--- src/rtl/spi_pkg.sv ---
// -----------------------------------------------------------------------------
// spi_pkg
// Shared definitions for the SPI master controller and the register-file slave
// it talks to: FSM state encoding, address-byte field layout, burst limit, and
// small helpers for building the address byte and the per-command byte count.
// -----------------------------------------------------------------------------
package spi_pkg;

  typedef enum logic [2:0] {
    ST_IDLE,
    ST_SETUP,
    ST_SCLK_HI,
    ST_SCLK_LO,
    ST_GAP,
    ST_HOLD
  } spi_state_e;

  localparam logic RW_WRITE  = 1'b1;
  localparam int   RW_BIT    = 7;
  localparam int   ADDR_W    = 7;
  localparam int   MAX_BURST = 4;

  // Address byte as the slave expects it: direction in bit 7, register index below.
  function automatic logic [7:0] make_addr_byte(input logic rw, input logic [ADDR_W-1:0] addr);
    logic [7:0] b;
    b              = '0;
    b[RW_BIT]      = rw;
    b[ADDR_W-1:0]  = addr;
    return b;
  endfunction

  // Bytes on the wire: address plus burst for writes, address plus dummy for reads.
  function automatic logic [2:0] byte_total(input logic rw, input int burst);
    return (rw == RW_WRITE) ? 3'(burst + 1) : 3'd2;
  endfunction

endpackage

--- src/rtl/spi_sclk_tick.sv ---
// -----------------------------------------------------------------------------
// spi_sclk_tick
// Phase timer for the SPI master. Every FSM phase lasts CLK_DIV clk cycles;
// restart reloads the counter on the edge that enters a new phase and
// phase_end is high during the last cycle of that phase.
//
// Ports:
//   clk        system clock
//   reset      asynchronous, active-low reset
//   restart    pulse on the edge where the FSM changes state
//   phase_end  high in the final cycle of the current phase
// -----------------------------------------------------------------------------
module spi_sclk_tick #(
  parameter int CLK_DIV = 4
) (
  input  logic clk,
  input  logic reset,
  input  logic restart,
  output logic phase_end
);

  logic [7:0] cnt;

  // Down-counter: loaded with CLK_DIV-1 on a state change and parked at zero,
  // so a phase spans exactly CLK_DIV cycles including the entry cycle.
  always_ff @(posedge clk or negedge reset) begin
    if (!reset) begin
      cnt <= 8'd0;
    end else if (restart) begin
      cnt <= 8'(CLK_DIV - 1);
    end else if (cnt != 8'd0) begin
      cnt <= cnt - 8'd1;
    end
  end

  assign phase_end = (cnt == 8'd0);

endmodule

--- src/rtl/spi_master_ctrl.sv ---
// -----------------------------------------------------------------------------
// spi_master_ctrl
// SPI mode-0 master for the on-board register-file slave. A write sends the
// address byte (bit 7 set) followed by BURST_LEN data bytes; a read sends the
// address byte (bit 7 clear) followed by a 0x00 dummy byte while the reply is
// shifted in from MISO.
//
// Ports:
//   clk        system clock
//   reset      asynchronous, active-low reset
//   start      command strobe, only looked at in IDLE
//   rw         1 = write, 0 = read
//   addr       7-bit register address
//   wdata      write bytes, byte 0 in [7:0] goes out first
//   busy       high while a command is in progress
//   done       one-cycle pulse as CS returns high
//   byte_done  one-cycle pulse after each completed byte
//   rdata      last read result, held until overwritten by another read
//   SCLK       serial clock, idle low
//   CS         chip select, active low
//   MOSI       serial data out, MSB first
//   MISO       serial data in, MSB first
// -----------------------------------------------------------------------------
module spi_master_ctrl
  import spi_pkg::*;
#(
  parameter int CLK_DIV   = 4,
  parameter int BURST_LEN = 4
) (
  input  logic                   clk,
  input  logic                   reset,
  input  logic                   start,
  input  logic                   rw,
  input  logic [ADDR_W-1:0]      addr,
  input  logic [8*MAX_BURST-1:0] wdata,
  output logic                   busy,
  output logic                   done,
  output logic                   byte_done,
  output logic [7:0]             rdata,
  output logic                   SCLK,
  output logic                   CS,
  output logic                   MOSI,
  input  logic                   MISO
);

  spi_state_e             state;
  logic                   rw_q;
  logic [ADDR_W-1:0]      addr_q;
  logic [8*MAX_BURST-1:0] wdata_q;
  logic [7:0]             tx_sh;
  logic [7:0]             rx_sh;
  logic [3:0]             bit_cnt;
  logic [2:0]             byte_cnt;
  logic [2:0]             n_total;
  logic [2:0]             next_idx;
  logic [7:0]             next_byte;
  logic                   restart;
  logic                   phase_end;

  // In IDLE the timer is restarted by an accepted start; elsewhere every
  // phase_end is a state change, so it doubles as the restart.
  assign restart  = (state == ST_IDLE) ? start : phase_end;
  assign n_total  = byte_total(rw_q, BURST_LEN);
  assign next_idx = byte_cnt + 3'd1;

  spi_sclk_tick #(
    .CLK_DIV (CLK_DIV)
  ) u_tick (
    .clk       (clk),
    .reset     (reset),
    .restart   (restart),
    .phase_end (phase_end)
  );

  // Byte that follows the current one; zero once the command is exhausted so
  // MOSI settles low during HOLD. Reads only ever follow with the dummy 0x00.
  always_comb begin
    next_byte = 8'h00;
    if (rw_q == RW_WRITE && next_idx < n_total) begin
      case (next_idx)
        3'd1:    next_byte = wdata_q[7:0];
        3'd2:    next_byte = wdata_q[15:8];
        3'd3:    next_byte = wdata_q[23:16];
        3'd4:    next_byte = wdata_q[31:24];
        default: next_byte = 8'h00;
      endcase
    end
  end

  // Main sequencer. All pins are registered. MISO is sampled on the edge that
  // raises SCLK; MOSI moves on the edge that drops SCLK, and on the eighth
  // falling edge it jumps straight to bit 7 of the next byte so the GAP phase
  // already presents it.
  always_ff @(posedge clk or negedge reset) begin
    if (!reset) begin
      state     <= ST_IDLE;
      rw_q      <= 1'b0;
      addr_q    <= '0;
      wdata_q   <= '0;
      tx_sh     <= 8'h00;
      rx_sh     <= 8'h00;
      bit_cnt   <= 4'd0;
      byte_cnt  <= 3'd0;
      busy      <= 1'b0;
      done      <= 1'b0;
      byte_done <= 1'b0;
      rdata     <= 8'h00;
      SCLK      <= 1'b0;
      CS        <= 1'b1;
      MOSI      <= 1'b0;
    end else begin
      done      <= 1'b0;
      byte_done <= 1'b0;
      unique case (state)
        ST_IDLE: begin
          if (start) begin
            rw_q     <= rw;
            addr_q   <= addr;
            wdata_q  <= wdata;
            tx_sh    <= make_addr_byte(rw, addr);
            MOSI     <= rw;
            CS       <= 1'b0;
            busy     <= 1'b1;
            bit_cnt  <= 4'd0;
            byte_cnt <= 3'd0;
            state    <= ST_SETUP;
          end
        end

        ST_SETUP, ST_GAP: begin
          if (phase_end) begin
            SCLK  <= 1'b1;
            rx_sh <= {rx_sh[6:0], MISO};
            state <= ST_SCLK_HI;
          end
        end

        ST_SCLK_HI: begin
          if (phase_end) begin
            SCLK    <= 1'b0;
            bit_cnt <= bit_cnt + 4'd1;
            if (bit_cnt == 4'd7) begin
              tx_sh <= next_byte;
              MOSI  <= next_byte[7];
            end else begin
              tx_sh <= {tx_sh[6:0], 1'b0};
              MOSI  <= tx_sh[6];
            end
            state <= ST_SCLK_LO;
          end
        end

        ST_SCLK_LO: begin
          if (phase_end) begin
            if (bit_cnt < 4'd8) begin
              SCLK  <= 1'b1;
              rx_sh <= {rx_sh[6:0], MISO};
              state <= ST_SCLK_HI;
            end else begin
              byte_done <= 1'b1;
              bit_cnt   <= 4'd0;
              byte_cnt  <= next_idx;
              state     <= (next_idx < n_total) ? ST_GAP : ST_HOLD;
            end
          end
        end

        ST_HOLD: begin
          if (phase_end) begin
            CS    <= 1'b1;
            busy  <= 1'b0;
            done  <= 1'b1;
            MOSI  <= 1'b0;
            if (rw_q != RW_WRITE) begin
              rdata <= rx_sh;
            end
            state <= ST_IDLE;
          end
        end

        default: state <= ST_IDLE;
      endcase
    end
  end

endmodule

--- config.mk ---
export PLATFORM = sky130hd
export DESIGN_NAME = spi_master_ctrl
export DESIGN_NICKNAME = d
export VERILOG_FILES = /design/src/rtl/spi_pkg.sv /design/src/rtl/spi_sclk_tick.sv /design/src/rtl/spi_master_ctrl.sv
export SDC_FILE = /design/constraint.sdc
export NUM_CORES = 1
export LEC_CHECK = 0
export ABC_AREA = 1
export BUFFER_PORTS_ARGS = -buffer_cell sky130_fd_sc_hd__buf_2
export CORE_MARGIN = 3
export CORE_UTILIZATION = 55
export DETAILED_ROUTE_END_ITERATION = 12
export GPL_TIMING_DRIVEN = 0
export PLACE_DENSITY = 0.77
export SYNTH_ARGS = -nofsm -noshare
export SYNTH_HDL_FRONTEND = slang
export SYNTH_SLANG_ARGS = --single-unit
--- constraint.sdc ---
create_clock -name clk -period 2.7 [get_ports clk]
set_clock_uncertainty 0.1 [all_clocks]
set_input_delay 0.27 -clock clk [delete_from_list [all_inputs] [get_ports clk]]
set_output_delay 0.27 -clock clk [all_outputs]
set_load 0.02 [all_outputs]
==> impl_metrics.env <==
export IMPL_crit_path_max_fanout=17
export IMPL_ys_types=29
export IMPL_clk_pin_slew_ns=0.09
export IMPL_max_cap_violations=0
export IMPL_dp_hpwl_um=6620
export IMPL_antenna_found_initial=0
export IMPL_yosys_area_top_type_share=0.475
export IMPL_die_h_um=93.0
export IMPL_finish_utilization=0.687
export IMPL_clock_latency_ns=0.37
export IMPL_post_drt_wl_per_cell_um=12.6
export IMPL_power_clock_fraction=0.428
export IMPL_finalSetupViolCount=0
export IMPL_cp_data_required_time_ns=2.90
export IMPL_rsz0062_at_grt="false"
export IMPL_period_minus_slack_ns=2.44
export IMPL_grt_util_met3=0.0378
export IMPL_crit_chain="ha_1, inv_1, nand2_4, nand2_8, inv_1, ha_1, a21oi_1, nand2_1, nor2_1, nand2_1, inv_2, nand2_1, nand2_1, nand2_1, nand2_1"
export IMPL_wl_um=9220
export IMPL_dieArea_um2=8650
export IMPL_max_stage_delay_ns=0.46
export IMPL_power_leakage_nw=2.72
export IMPL_p_sw_mw=0.516
export IMPL_synth_area_leader_cell="dfrtp_1"
export IMPL_drive_gt1_frac=0.202
export IMPL_pwr_share_seq=0.534
export IMPL_rows=31
export IMPL_status="finished clean"
export IMPL_h_tree_depth=3
export IMPL_core_area_um2=7290
export IMPL_synth_area_leaders="dfrtp_1 (47%), nand2_1 (20%), nand3_1 (4.9%), inv_1 (4.8%), ha_1 (3.0%)"
export IMPL_use_met1=0.329
export IMPL_postPlaceCellArea_um2=4600
export IMPL_grt_pass1_vias=3512
export IMPL_p_int_mw=1.73
export IMPL_die_x_um=93.0
export IMPL_numCtsBuffers=9
export IMPL_cts_tree="yes"
export IMPL_crit_arrival_ns=2.64
export IMPL_final_common_cell="nand2_1"
export IMPL_diodes=0
export IMPL_syn_area_um2=4160
export IMPL_fmax_mhz=410
export IMPL_cts_num_sinks=80
export IMPL_peakVddDrop_mv=0.363
export IMPL_start_util=0.571
export IMPL_hold_depth=3
export IMPL_final_area_um2=5010
export IMPL_maxSlewViolCount=0
export IMPL_switching_share=0.230
export IMPL_fin_nets=682
export IMPL_cts_buffer_depth=2
export IMPL_hold_viol=0
export IMPL_io_pins=58
export IMPL_area_delta_synth_final_pct=20.3
export IMPL_dr_total_vias=3641
export IMPL_grt_busiest_layer="met2"
export IMPL_grt_pass1_wl_um=16200
export IMPL_p_comb_frac=0.038
export IMPL_final_cell_mix="nand2_1 (219), dfrtp_1 (78), buf_2 (62)"
export IMPL_power_density_nw_per_um2=448
export IMPL_hp_class="primary input to flip-flop"
export IMPL_use_met2=0.365
export IMPL_ant_nets=0
export IMPL_synth_enable_flop_cells=0
export IMPL_ys_seq_area_frac=0.481
export IMPL_maxSlewHeadroom=0.709
export IMPL_syn_nets=597
export IMPL_cp_slowest_cell="dfrtp_2"
export IMPL_drt_iter0_markers=282
export IMPL_end_kind="flip-flop"
export IMPL_port_buffer_count=57
export IMPL_fin_crit_sh=0.902
export IMPL_gr_total_overflow=0
export IMPL_via_per_inst=4.97
export IMPL_avgSynthCellArea_um2=7.67
export IMPL_ys_flop_type="dfrtp_1"
export IMPL_critPathLaunchType="flip-flop"
export IMPL_grt_usage=0.235
export IMPL_place_gp_congestion=0.866
export IMPL_yosys_warnings=0
export IMPL_crit_top_cell="nand2_1"
export IMPL_r2r_cells=15
export IMPL_synth_seq_cells=80
export IMPL_synthCells=543
export IMPL_worst_pin_slew_ns=0.436
export IMPL_criticalPathCategory="flip-flop to flip-flop"
export IMPL_synthArstFlopShare=1.00
export IMPL_drcViolationCount=0
export IMPL_grt_max_degree=51
export IMPL_cts_root_buf="clkbuf_8"
export IMPL_dr_pass1_iters=4
[cells by family (layout without fill, tap and decap cells)]
family	after synthesis	after routing	synth area share
adders and majority gates	10	10	0.0300
DFF	80	80	0.481
and+or+nand+nor	326	326	0.342
xor gates and xnor gates	2	2	0.00421
AOI/OAI and AO/OA	47	47	0.0652
buffers and inverters	78	168	0.0778
[flip-flops by register name, summed over array words and instances, names as in the netlist]
| signal | flops |
|---|---|
| CS | 1 |
| MOSI | 1 |
| SCLK | 1 |
| bit_cnt | 4 |
| busy | 1 |
| byte_cnt | 3 |
| byte_done | 1 |
| done | 1 |
| rdata | 8 |
| rw_q | 1 |
| rx_sh | 8 |
| state | 3 |
| tx_sh | 7 |
| u_tick.cnt | 8 |
| wdata_q | 32 |
[critical path, delay by kind of cell, from the launching register on]
family,cells,cell delay (ns)
AND/OR/NAND/NOR,9,0.81
AO/OA/AOI/OAI,1,0.13
adder cells (fa/ha/maj),2,0.57
buffers and inverters,3,0.31
flip-flops,1,0.46
[timing repair]
action                                 in CTS  in global routing
setup buffers                               0                  0
endpoints found under the hold margin      46                  0
setup endpoints to repair                   7                  8
hold buffers                               17                  0
gates resized for setup                     0                  6
gates cloned                                0                  0
[routing by layer]
metal,up-vias,routed length (µm)
li1,1864,-
met4,0,170
met5,-,0
met2,73,4330
met1,1687,4370
met3,17,353
[per-stage QoR]
stage | total power [mW] | hold WS [ns] | cells | TNS [ns] | worst slack, ns
global route | 2.31 | 0.0279 | 732 | 0 | 0.0262
global placement | 1.28 | 0.351 | 699 | 0 | 0.0527
floorplan | 1.23 | -0.126 | 543 | 0 | 0.368
detailed placement | 1.29 | 0.143 | 700 | -0.0130 | -0.0126
finish | 2.24 | 0.000770 | 732 | 0 | 0.263
CTS | 2.25 | 0.000421 | 732 | 0 | 0.0720
[cells in the mapped netlist, drive strengths merged (2+ instances only)]
cell    number
nand3       43
nor2        33
or2          7
clkbuf       8
nand2      227
nor3         3
xor2         2
dfrtp       79
buf         10
ha          10
o21ai       30
inv         59
a21oi       14
nand4       13
[power groups by stage]
stage	Sequential [mW]	Clock (mW)	Combinational (mW)
6_report	1.20	0.959	0.0857
5_1_grt	1.20	1.01	0.0964
4_1_cts	1.20	0.965	0.0874
3_5_place_dp	1.22	0	0.0686
3_3_place_gp	1.22	0	0.0617
2_1_floorplan	1.22	0	0.00723
[path summary, 6_finish.rpt]
path                                          from                         to  slack, ns
hold / removal                           wdata[17]    wdata_q[17]$_DFFE_PN0P_     0.0008
max in group asynchronous                    reset             CS$_DFFE_PN1P_       1.58
hold reg to reg             wdata_q[0]$_DFFE_PN0P_     wdata_q[0]$_DFFE_PN0P_       0.38
setup reg to reg           byte_cnt[0]$_DFFE_PN0P_       tx_sh[3]$_DFFE_PN0P_       0.26
min in group asynchronous                    reset  u_tick.cnt[6]$_DFFE_PN0P_       0.28
setup / recovery           byte_cnt[0]$_DFFE_PN0P_       tx_sh[3]$_DFFE_PN0P_       0.26
[layout make-up]
class,count,area (µm²)
Buffer,17,93.8
Fill cell,651,2280
Clock buffer,11,151
Inverter,60,225
Multi-Input combinational cell,385,1860
Timing Repair Buffer,75,485
Sequential cell,80,2000
Tap cell,99,124
Clock inverter,5,62.6
(Power assumes the default switching activity.)
